[config.mk]
export PLATFORM = sky130hd
export DESIGN_NAME = alu_arbiter
export DESIGN_NICKNAME = d
export VERILOG_FILES = /design/src/rtl/alu_arbiter.sv
export SDC_FILE = /design/constraint.sdc
export NUM_CORES = 1
export LEC_CHECK = 0
export CAP_MARGIN = 20
export CORE_MARGIN = 2
export CORE_UTILIZATION = 35
export CTS_CLUSTER_DIAMETER = 100
export DETAILED_ROUTE_END_ITERATION = 10
export PLACE_DENSITY = 0.71
export SLEW_MARGIN = 15
export SYNTH_ARGS = -nofsm -noshare
export SYNTH_HDL_FRONTEND = slang
export SYNTH_SLANG_ARGS = --single-unit
[constraint.sdc]
create_clock -name clk -period 2.1 [get_ports clk]
set_input_delay 0.42 -clock clk [delete_from_list [all_inputs] [get_ports clk]]
set_output_delay 0.42 -clock clk [all_outputs]
set_load 0.005 [all_outputs]
[src/rtl/alu_arbiter.sv]
// alu_arbiter: arbitrates two requesters onto a 4-bit ALU and holds the 5-bit result until it is accepted.
// Round-robin by default. Defining ALU_ARB_FIXED_PRIO_EN gives requester 0 fixed priority.
module alu_arbiter (
   input  logic       clk,
   input  logic       rst_n,
   input  logic       req0,
   input  logic       req1,
   input  logic [3:0] a0,
   input  logic [3:0] b0,
   input  logic [1:0] op0,
   input  logic [3:0] a1,
   input  logic [3:0] b1,
   input  logic [1:0] op1,
   output logic       gnt0,
   output logic       gnt1,
   output logic       rsp_valid,
   output logic       rsp_id,
   output logic [4:0] rsp_result,
   input  logic       rsp_ready,
   output logic       busy
);

   typedef enum logic [1:0] {IDLE, EXEC, RESP} state_t;

   state_t     state;
   state_t     state_nxt;
   logic       take;
   logic       win;
   logic [3:0] a_q;
   logic [3:0] b_q;
   logic [1:0] op_q;
   logic       id_q;
   logic [4:0] alu_res;

   always_ff @(posedge clk) begin
      if (!rst_n) state <= IDLE;
      else        state <= state_nxt;
   end

   always_comb begin
      state_nxt = state;
      take      = 1'b0;
      case (state)
         IDLE: begin
            if (req0 || req1) begin
               state_nxt = EXEC;
               take      = 1'b1;
            end
         end
         EXEC:    state_nxt = RESP;
         RESP:    if (rsp_ready) state_nxt = IDLE;
         default: state_nxt = IDLE;
      endcase
   end

`ifdef ALU_ARB_FIXED_PRIO_EN
   assign win = ~req0;
`else
   // last_gnt resets to 1 so requester 0 wins the first contention.
   logic last_gnt;

   assign win = (req0 && req1) ? ~last_gnt : ~req0;

   always_ff @(posedge clk) begin
      if (!rst_n)    last_gnt <= 1'b1;
      else if (take) last_gnt <= win;
   end
`endif

   always_comb begin
      alu_res = '0;
      case (op_q)
         2'b00:   alu_res = {1'b0, a_q} + {1'b0, b_q};
         2'b01:   alu_res = {1'b0, a_q} - {1'b0, b_q};
         2'b10:   alu_res = {1'b0, a_q & b_q};
         default: alu_res = {1'b0, a_q | b_q};
      endcase
   end

   always_ff @(posedge clk) begin
      if (!rst_n) begin
         a_q        <= '0;
         b_q        <= '0;
         op_q       <= '0;
         id_q       <= 1'b0;
         gnt0       <= 1'b0;
         gnt1       <= 1'b0;
         rsp_result <= '0;
         rsp_id     <= 1'b0;
      end else begin
         // Grant is a one-cycle pulse covering the EXEC cycle.
         gnt0 <= take & ~win;
         gnt1 <= take & win;
         if (take) begin
            a_q  <= win ? a1  : a0;
            b_q  <= win ? b1  : b0;
            op_q <= win ? op1 : op0;
            id_q <= win;
         end
         if (state == EXEC) begin
            rsp_result <= alu_res;
            rsp_id     <= id_q;
         end
      end
   end

   assign rsp_valid = (state == RESP);
   assign busy      = (state != IDLE);

endmodule

==> results of run 1 <==
[how the worst max path moves through the flow]
stage | slack (ns) | endpoint | start
floorplan | 0.05 | rsp_result[3] | b_q[0]
detailed placement | -0.01 | rsp_result[3] | b_q[0]
CTS | 0.005 | rsp_result[3] | b_q[0]
finish | 0.05 | rsp_result[3] | b_q[0]
global placement | 0.07 | rsp_result[3] | b_q[1]
global route | -0.03 | rsp_result[3] | b_q[1]
[state kept, by name (all words and copies together), names as in the netlist]
name / cells
rsp_result: 5
a_q: 4
b_q: 4
op_q: 2
state: 2
gnt0: 1
gnt1: 1
id_q: 1
last_gnt: 1
rsp_id: 1
[cell usage in the layout (no fill, tap or decap), types with 2 or more instances in the layout]
cell	instances
sky130_fd_sc_hd__buf_4	7
sky130_fd_sc_hd__nand2b_1	4
sky130_fd_sc_hd__a21oi_1	9
sky130_fd_sc_hd__inv_1	5
sky130_fd_sc_hd__o31ai_1	2
sky130_fd_sc_hd__nor2b_1	3
sky130_fd_sc_hd__nand2_1	4
sky130_fd_sc_hd__dfxtp_1	20
sky130_fd_sc_hd__and2_1	2
sky130_fd_sc_hd__nor2_1	21
sky130_fd_sc_hd__xor2_1	2
sky130_fd_sc_hd__clkdlybuf4s50_1	34
sky130_fd_sc_hd__clkbuf_4	3
sky130_fd_sc_hd__buf_12	2
sky130_fd_sc_hd__or3b_1	2
sky130_fd_sc_hd__ha_1	6
sky130_fd_sc_hd__xnor2_1	2
sky130_fd_sc_hd__a222oi_1	10
sky130_fd_sc_hd__a211oi_1	2
sky130_fd_sc_hd__dfxtp_2	2
sky130_fd_sc_hd__a21oi_2	3
sky130_fd_sc_hd__o21ai_0	4
[per-stage QoR]
stage	setup TNS (ns)	setup slack [ns]	area, µm²	hold WS (ns)
after floorplan	0	0.0538	1130	0.432
after global placement	0	0.0716	1580	0.443
after detailed placement	-0.00967	-0.00967	1580	0.456
after CTS	0	0.00537	1630	0.474
after global routing	-0.0334	-0.0334	1660	0.503
final	0	0.0490	1660	0.471
[critical path: cells and delay by family, from the launching register on]
kind | cells | cell delay (ns)
compound gates | 3 | 0.42
buf+inv | 2 | 0.11
simple gates | 3 | 0.53
fa+ha+maj | 2 | 0.53
flops | 1 | 0.36
[per-layer routing]
layer  global-route usage, %  vias to the layer above  routed length [µm]
met5                       0                        -                   0
met3                    2.99                        3                 131
met1                    19.2                      517                1160
met4                    7.14                        0                  49
met2                    28.1                       33                1300
li1                        -                      545                   -
[cell type report]
cell class,count,area [µm²],share of cell area (%)
Tap cell,44,55.1,3.31
Timing Repair Buffer,43,433,26.0
Sequential cell,22,443,26.6
Multi-Input combinational cell,92,651,39.1
Inverter,7,28.8,1.73
Clock buffer,3,22.5,1.35
Clock inverter,1,30.0,1.81
[power breakdown]
| group | switching, mW | internal [mW] |
|---|---|---|
| clock | 0.143 | 0.193 |
| combinational | 0.187 | 0.235 |
| sequential | 0.0321 | 0.460 |
[cell families (layout without fill, tap and decap cells)]
logic type / Yosys count / after routing / share of synthesized area [%]
AND/OR/NAND/NOR: 42 / 42 / 17.8
buffers and inverters: 13 / 54 / 5.84
flip-flops: 22 / 22 / 38.8
adder cells (fa/ha/maj): 9 / 9 / 10.4
multiplexers: 1 / 1 / 0.882
XOR/XNOR: 4 / 4 / 3.09
AO/OA/AOI/OAI: 36 / 36 / 23.3
[what timing repair did]
| action | in CTS | in global routing |
|---|---|---|
| setup endpoints to repair | 1 | 2 |
| cloned | 0 | 0 |
| buffers inserted | 0 | 1 |
| pin swaps | 0 | 3 |
| resized for setup | 1 | 8 |
==> results list, run 1 <==
- The flow ran to the end, and the final reports show no timing, DRC or antenna violations.
- Count of endpoints failing setup in the final report: 0
- Measured against its own limit, the worst slew margin works out to 67.0%.
- Clock sink total: 22
* Total Die Area: 3710 µm²
- Critical R2R Launch: b_q[0]
- Relative to the synthesized area, the layout overhead comes to 46.5%.
- The die is 60.9 µm tall.
- Ratio of final minimum period to clock period: 97.7%
* Worst Path Required: 2.33 ns
- Die width: 60.9 µm
* Peak per-stage delay on the critical path: 0.36 ns
- Cell at the slowest stage of the critical path: sky130_fd_sc_hd__dfxtp_2
- The pre-antenna-repair detailed-routing pass consisted of 4 iterations.
- The max-slew violation count is 0.
- After synthesis, the cell types taking the most area are sky130_fd_sc_hd__dfxtp_1 39%, sky130_fd_sc_hd__a222oi_1 8.8%, sky130_fd_sc_hd__ha_1 7.7%.
- Final HPWL DP: 2060 µm
* Most instantiated flip-flop cell in the synthesis netlist: sky130_fd_sc_hd__dfxtp_1
* Worst hold-check path type: flop to flop
* Antenna violations before repair: 0
- CTS built an H-tree with a depth of 1.
- Post-detailed-route via-to-cell ratio: 5.18
* Mapped Avg Cell Area: 8.94 µm²
- Of the cells placed in the final design, the portion with a size suffix greater than 1 is 13.7%.
- Fill cell instance count of the final layout: 296
- Most common cell in the synthesized netlist: sky130_fd_sc_hd__dfxtp_1
* Synthesized instance count: 127
- The number of nets in the synthesized netlist is 160.
- For this run, the total global-route usage over all layers was measured as 16.1%.
* Portion of synthesized cell area occupied by the leading cell type: 38.8%
- The worst register-to-register path has a depth of 10.
- Yosys printed 0 warnings.
* Via count of the first global-routing pass: 1054
- Share of the core filled with cells in the final layout: 54.0%
* TritonCTS clock tree: built
- Non-Filler Instances: 212
- CTS placed an instance of sky130_fd_sc_hd__clkbuf_4 at the clock tree root.
* Yosys cell types: 33
* Min-delay src: id_q
* Core outline area: 3080 µm²
- In the routed design, unresolved DRC markers number 0.
* Leading post-synthesis cells by instance count: 22 x sky130_fd_sc_hd__dfxtp_1, 21 x sky130_fd_sc_hd__nor2_1, 10 x sky130_fd_sc_hd__a21oi_1, 10 x sky130_fd_sc_hd__a222oi_1
* Yosys top cell by area: sky130_fd_sc_hd__dfxtp_1
- The later pin in the worst-skew pair is clocked with a latency of 0.33 ns.
- Data on the critical path arrives at its endpoint at 2.28 ns.
* Hold Crit Endpoint: rsp_id
- Summed over all layers, the global routing overflow is 0.
* Leakage power of the design: 0.648 nW
- The worst register-to-register path has a setup slack of 0.05 ns.
- Peak ir drop on the vdd network: 0.000394 V
* Routed WL: 2640 µm
- Dividing total power by cell area gives a power density of 752 nW/µm².
* Clock slew at the register clock pins of the worst setup and hold paths: 0.13 ns
* Register area share after synthesis: 38.8%
- Asr flop ratio synth: 0%
- Post-DR wirelength/cell: 12.5 µm
- Number of antenna-violating nets in the routed design: 0
- The first global-routing pass estimated 4460 µm of wire.
- Synth Register Bits: 22
- Maximum capacitance violations: 0
- The clock period could shrink to 2.05 ns.
* Boundary Pins: 35
- Setup repair after global routing missed its margin: yes
* Starting DRT DRC Count: 31
* Clock buffer count from CTS: 3
* Final hold violation count: 0
- Worst clock skew: 0.0100 ns
- The completed layout was analyzed and its total power is 1.25 mW.
- Crit path launch type: flop
- Capture instance of the worst register-to-register path: rsp_result[3]
* Number of diodes: 0
- Largest net degree at the start of global routing: 17
- Fin nets: 202
- Actual slew at the worst max-slew pin: 0.495 ns
- The critical path goes through inv_2, ha_4, nand2_2, o21ai_2, inv_1, ha_1, nor2b_1, o21a_1, or3_1, a31o_1.
* Maximum fanout count along the critical path: 2
- Area of the mapped netlist: 1130 µm²
- Number of hold-repair buffers added at the cts stage: 0
- STA classifies the critical path endpoint as a flop.
- For this run, the top clock speed supported by timing is 488 MHz.
- The congestion estimate from routability-driven global placement came to 0.867.
* Critical setup path kind: flop to flop
- For this block, the via count after detailed routing is 1098.
* Max Root-Sink Buffers: 2
- Worst Hold Path Cells: 2
- Effective utilization at floorplan: 36.9%
- The floorplan has 20 rows.
- The synthesized design contains 0 enable-type register cells.
- Buffers placed on the I/O ports in this run total 34.
- Once placement completed, the tool counted placed cells totaling 207.
Power figures use the tool's default switching activity.
==> inputs of run 2 (changes only) <==
CELL_PAD_IN_SITES_DETAIL_PLACEMENT = 1   (was default)
CELL_PAD_IN_SITES_GLOBAL_PLACEMENT = 2   (was default)
CORE_UTILIZATION = 24   (was 35)
PLACE_DENSITY = 0.81   (was 0.71)
==> run 2 against run 1 <==
Compared with the run above: cell area is 0.53% lower; sequential share of layout area is 0.065 points higher; total power is 5.9% lower; highest routed layer unchanged; core utilization is 18 points lower; first-iteration DRC count grew to 3.0 times the previous value.
==> results list, run 2 (synthesis results as in run 1) <==
- Run status: completed (unchanged)
- Ratio of final minimum period to clock period: 95.5% (was 97.7%)
* Maximum fanout count along the critical path: 2 (unchanged)
- Count of endpoints failing setup in the final report: 0 (unchanged)
- DP Cell Count: 218 (was 207)
- The max-slew violation count came to 0 (unchanged).
* Clock slew at the register clock pins of the worst setup and hold paths: 0.08 ns (was 0.13 ns)
- Post-DR wirelength/cell: 14.8 µm (was 12.5 µm)
- The share of final-layout standard cells stronger than drive strength 1 is 11.4% (was 13.7%).
- Worst relative slew slack: 63.7% (was 67.0%)
* Number of flip-flops in the largest register: 5 (unchanged)
- Die width: 72.8 µm (was 60.9 µm)
* Most common cell after layout, fill and taps aside: sky130_fd_sc_hd__clkdlybuf4s50_1 (unchanged)
* Worst setup startpoint: b_q[0] (unchanged)
- Non-Filler Cell Area, Final: 1650 µm² (was 1660 µm²)
- Arr. time, crit path: 2.17 ns (was 2.28 ns)
- Die span in y: 72.8 µm (was 60.9 µm)
- Wire length of the first global-routing pass: 5230 µm (was 4460 µm)
- Hold_ws: 0.464 ns (was 0.471 ns)
- Clock buffer count from CTS: 3 (unchanged)
- Worst clock skew: 0.00295 ns (was 0.0100 ns)
- Post-detailed-route via-to-cell ratio: 4.92 (was 5.18)
* Top register by number of flip-flops: rsp_result (unchanged)
* Worst hold-check path type: flop to flop (unchanged)
- Routed WL: 3260 µm (was 2640 µm)
- Final HPWL DP: 2630 µm (was 2060 µm)
- The number of DRC markers in iteration 0 came to 94 (was 31).
- Non-Filler Instances: 221 (was 212)
- Commonest cells after routing, fill and taps aside: 34 x sky130_fd_sc_hd__clkdlybuf4s50_1, 21 x sky130_fd_sc_hd__nor2_1, 21 x sky130_fd_sc_hd__dfxtp_1, 10 x sky130_fd_sc_hd__a21oi_1, 10 x sky130_fd_sc_hd__a222oi_1 (was 34 x sky130_fd_sc_hd__clkdlybuf4s50_1, 21 x sky130_fd_sc_hd__nor2_1, 20 x sky130_fd_sc_hd__dfxtp_1, 10 x sky130_fd_sc_hd__a222oi_1, 9 x sky130_fd_sc_hd__a21oi_1).
- PD cells: 711 nW/µm² (was 752 nW/µm²)
- The layout overhead on the synthesized area was 45.8% (was 46.5%).
- Leakage power of the design: 0.639 nW (was 0.648 nW)
* Remaining DRCs: 0 (unchanged)
- The TritonCTS clock tree is built (unchanged).
* Type of element capturing the critical path: flop (unchanged)
- Detailed Routing Iterations Pass 1: 5 (was 4)
- Worst Path Required: 2.26 ns (was 2.33 ns)
* Power consumption: 1.18 mW (was 1.25 mW)
* Min-delay src: id_q (unchanged)
- Clock sink total: 22 (unchanged)
- Critical R2R Launch: b_q[0] (unchanged)
* Final hold violation count: 0 (unchanged)
- CTS root buffer: sky130_fd_sc_hd__clkbuf_8 (was sky130_fd_sc_hd__clkbuf_4)
- Peak ir drop on the vdd network: 0.000277 V (was 0.000394 V)
* Number of hold-repair buffers added at the cts stage: 0 (unchanged)
- The final sum of negative setup slack was 0 ns (unchanged).
* Minimum clock period: 2.01 ns (was 2.05 ns)
* Fin nets: 202 (unchanged)
- The class of the most critical setup path is flop to flop (unchanged).
* Post-route setup slack: 0.0936 ns (was 0.0490 ns)
- Highest clock frequency the design can meet: 498 MHz (was 488 MHz)
* Actual slew at the worst max-slew pin: 0.544 ns (was 0.495 ns)
- The global router's overall resource usage was 12.7% (was 16.1%).
* Via count of the first global-routing pass: 1100 (was 1054)
* Max Root-Sink Buffers: 2 (unchanged)
- The die footprint is 5290 µm² (was 3710 µm²).
- Maximum capacitance violations: 0 (unchanged)
- Rows: 25 (was 20)
- The final core utilization came to 35.7% (was 54.0%).
- Antenna violations before repair: 0 (unchanged)
- Cell area after placement: 1600 µm² (was 1580 µm²)
* Number of diodes: 0 (unchanged)
- # port buffers: 34 (unchanged)
- The aggregate global routing overflow is 0 (unchanged).
* Boundary Pins: 35 (unchanged)
* Largest net degree at the start of global routing: 17 (unchanged)
- Number of antenna-violating nets in the routed design: 0 (unchanged)
- Top flop regs: rsp_result x5, a_q x4, b_q x4 (unchanged)
- The core area is 4630 µm² (was 3080 µm²).
- The critical path launch point type is a flop (unchanged).
* Htree depth: 1 (unchanged)
* Insertion delay of the later-clocked pin in the worst-skew pair: 0.26 ns (was 0.33 ns)
* Worst slack after detailed placement: 0.0223 ns (was -0.00967 ns)
- Detailed-route via count: 1088 (was 1098)
* Effective utilization at floorplan: 24.5% (was 36.9%)
- The last weighted congestion value of the routability-driven placer was 0.817 (was 0.867).
## run 2: cell count changes in the layout (fill, tap and decap cells not counted), sizes merged
| cell | before | now |
|---|---|---|
| bufinv | 1 | 0 |
## run 2: final timing paths
check / end / slack [ns] / depth (start not counted)
setup / recovery: rsp_result[3] / 0.09 / 10
hold / removal: rsp_id / 0.46 / 2
setup reg to reg: rsp_result[3] / 0.09 / 10
hold reg to reg: rsp_id / 0.46 / 2
## run 2: final cells by class
class / count / area [µm²]
clock buffer: 3 / 41.3
fill: 540 / 2980
inverter: 7 / 26.3
multi-input combinational: 92 / 644
sequential: 22 / 442
tap: 54 / 67.6
timing repair buffer: 43 / 433
## run 2: layer usage
| layer | share of wire, % | vias to the layer above | wire [µm] | global-route usage [%] |
|---|---|---|---|---|
| li1 | - | 540 | - | - |
| met1 | 45 | 520 | 1470 | 15.9 |
| met2 | 50 | 26 | 1630 | 22.8 |
| met3 | 4.3 | 2 | 139 | 2.49 |
| met4 | 0.61 | 0 | 20 | 1.85 |
| met5 | 0 | - | 0 | 0 |
## run 2: worst max-delay path, cell delays in order (launching register included)
cell	delay (ns)
sky130_fd_sc_hd__dfxtp_1	0.35
sky130_fd_sc_hd__inv_2	0.06
sky130_fd_sc_hd__ha_4	0.25
sky130_fd_sc_hd__nand2_1	0.05
sky130_fd_sc_hd__o21ai_2	0.08
sky130_fd_sc_hd__inv_1	0.06
sky130_fd_sc_hd__ha_1	0.26
sky130_fd_sc_hd__nor2b_1	0.12
sky130_fd_sc_hd__o21a_1	0.17
sky130_fd_sc_hd__or3_1	0.30
sky130_fd_sc_hd__a31o_1	0.20
## run 2: repair_timing
action,CTS,global route
endpoints found under the setup margin,0,2
setup buffers,0,0
resized for setup,0,5
## run 2: report_power, final
| group | total, mW | internal, mW | leakage, nW | switching (mW) |
|---|---|---|---|---|
| Combinational | 0.416 | 0.228 | 0.436 | 0.189 |
| Sequential | 0.493 | 0.460 | 0.181 | 0.0337 |
| Clock | 0.267 | 0.128 | 0.0216 | 0.139 |
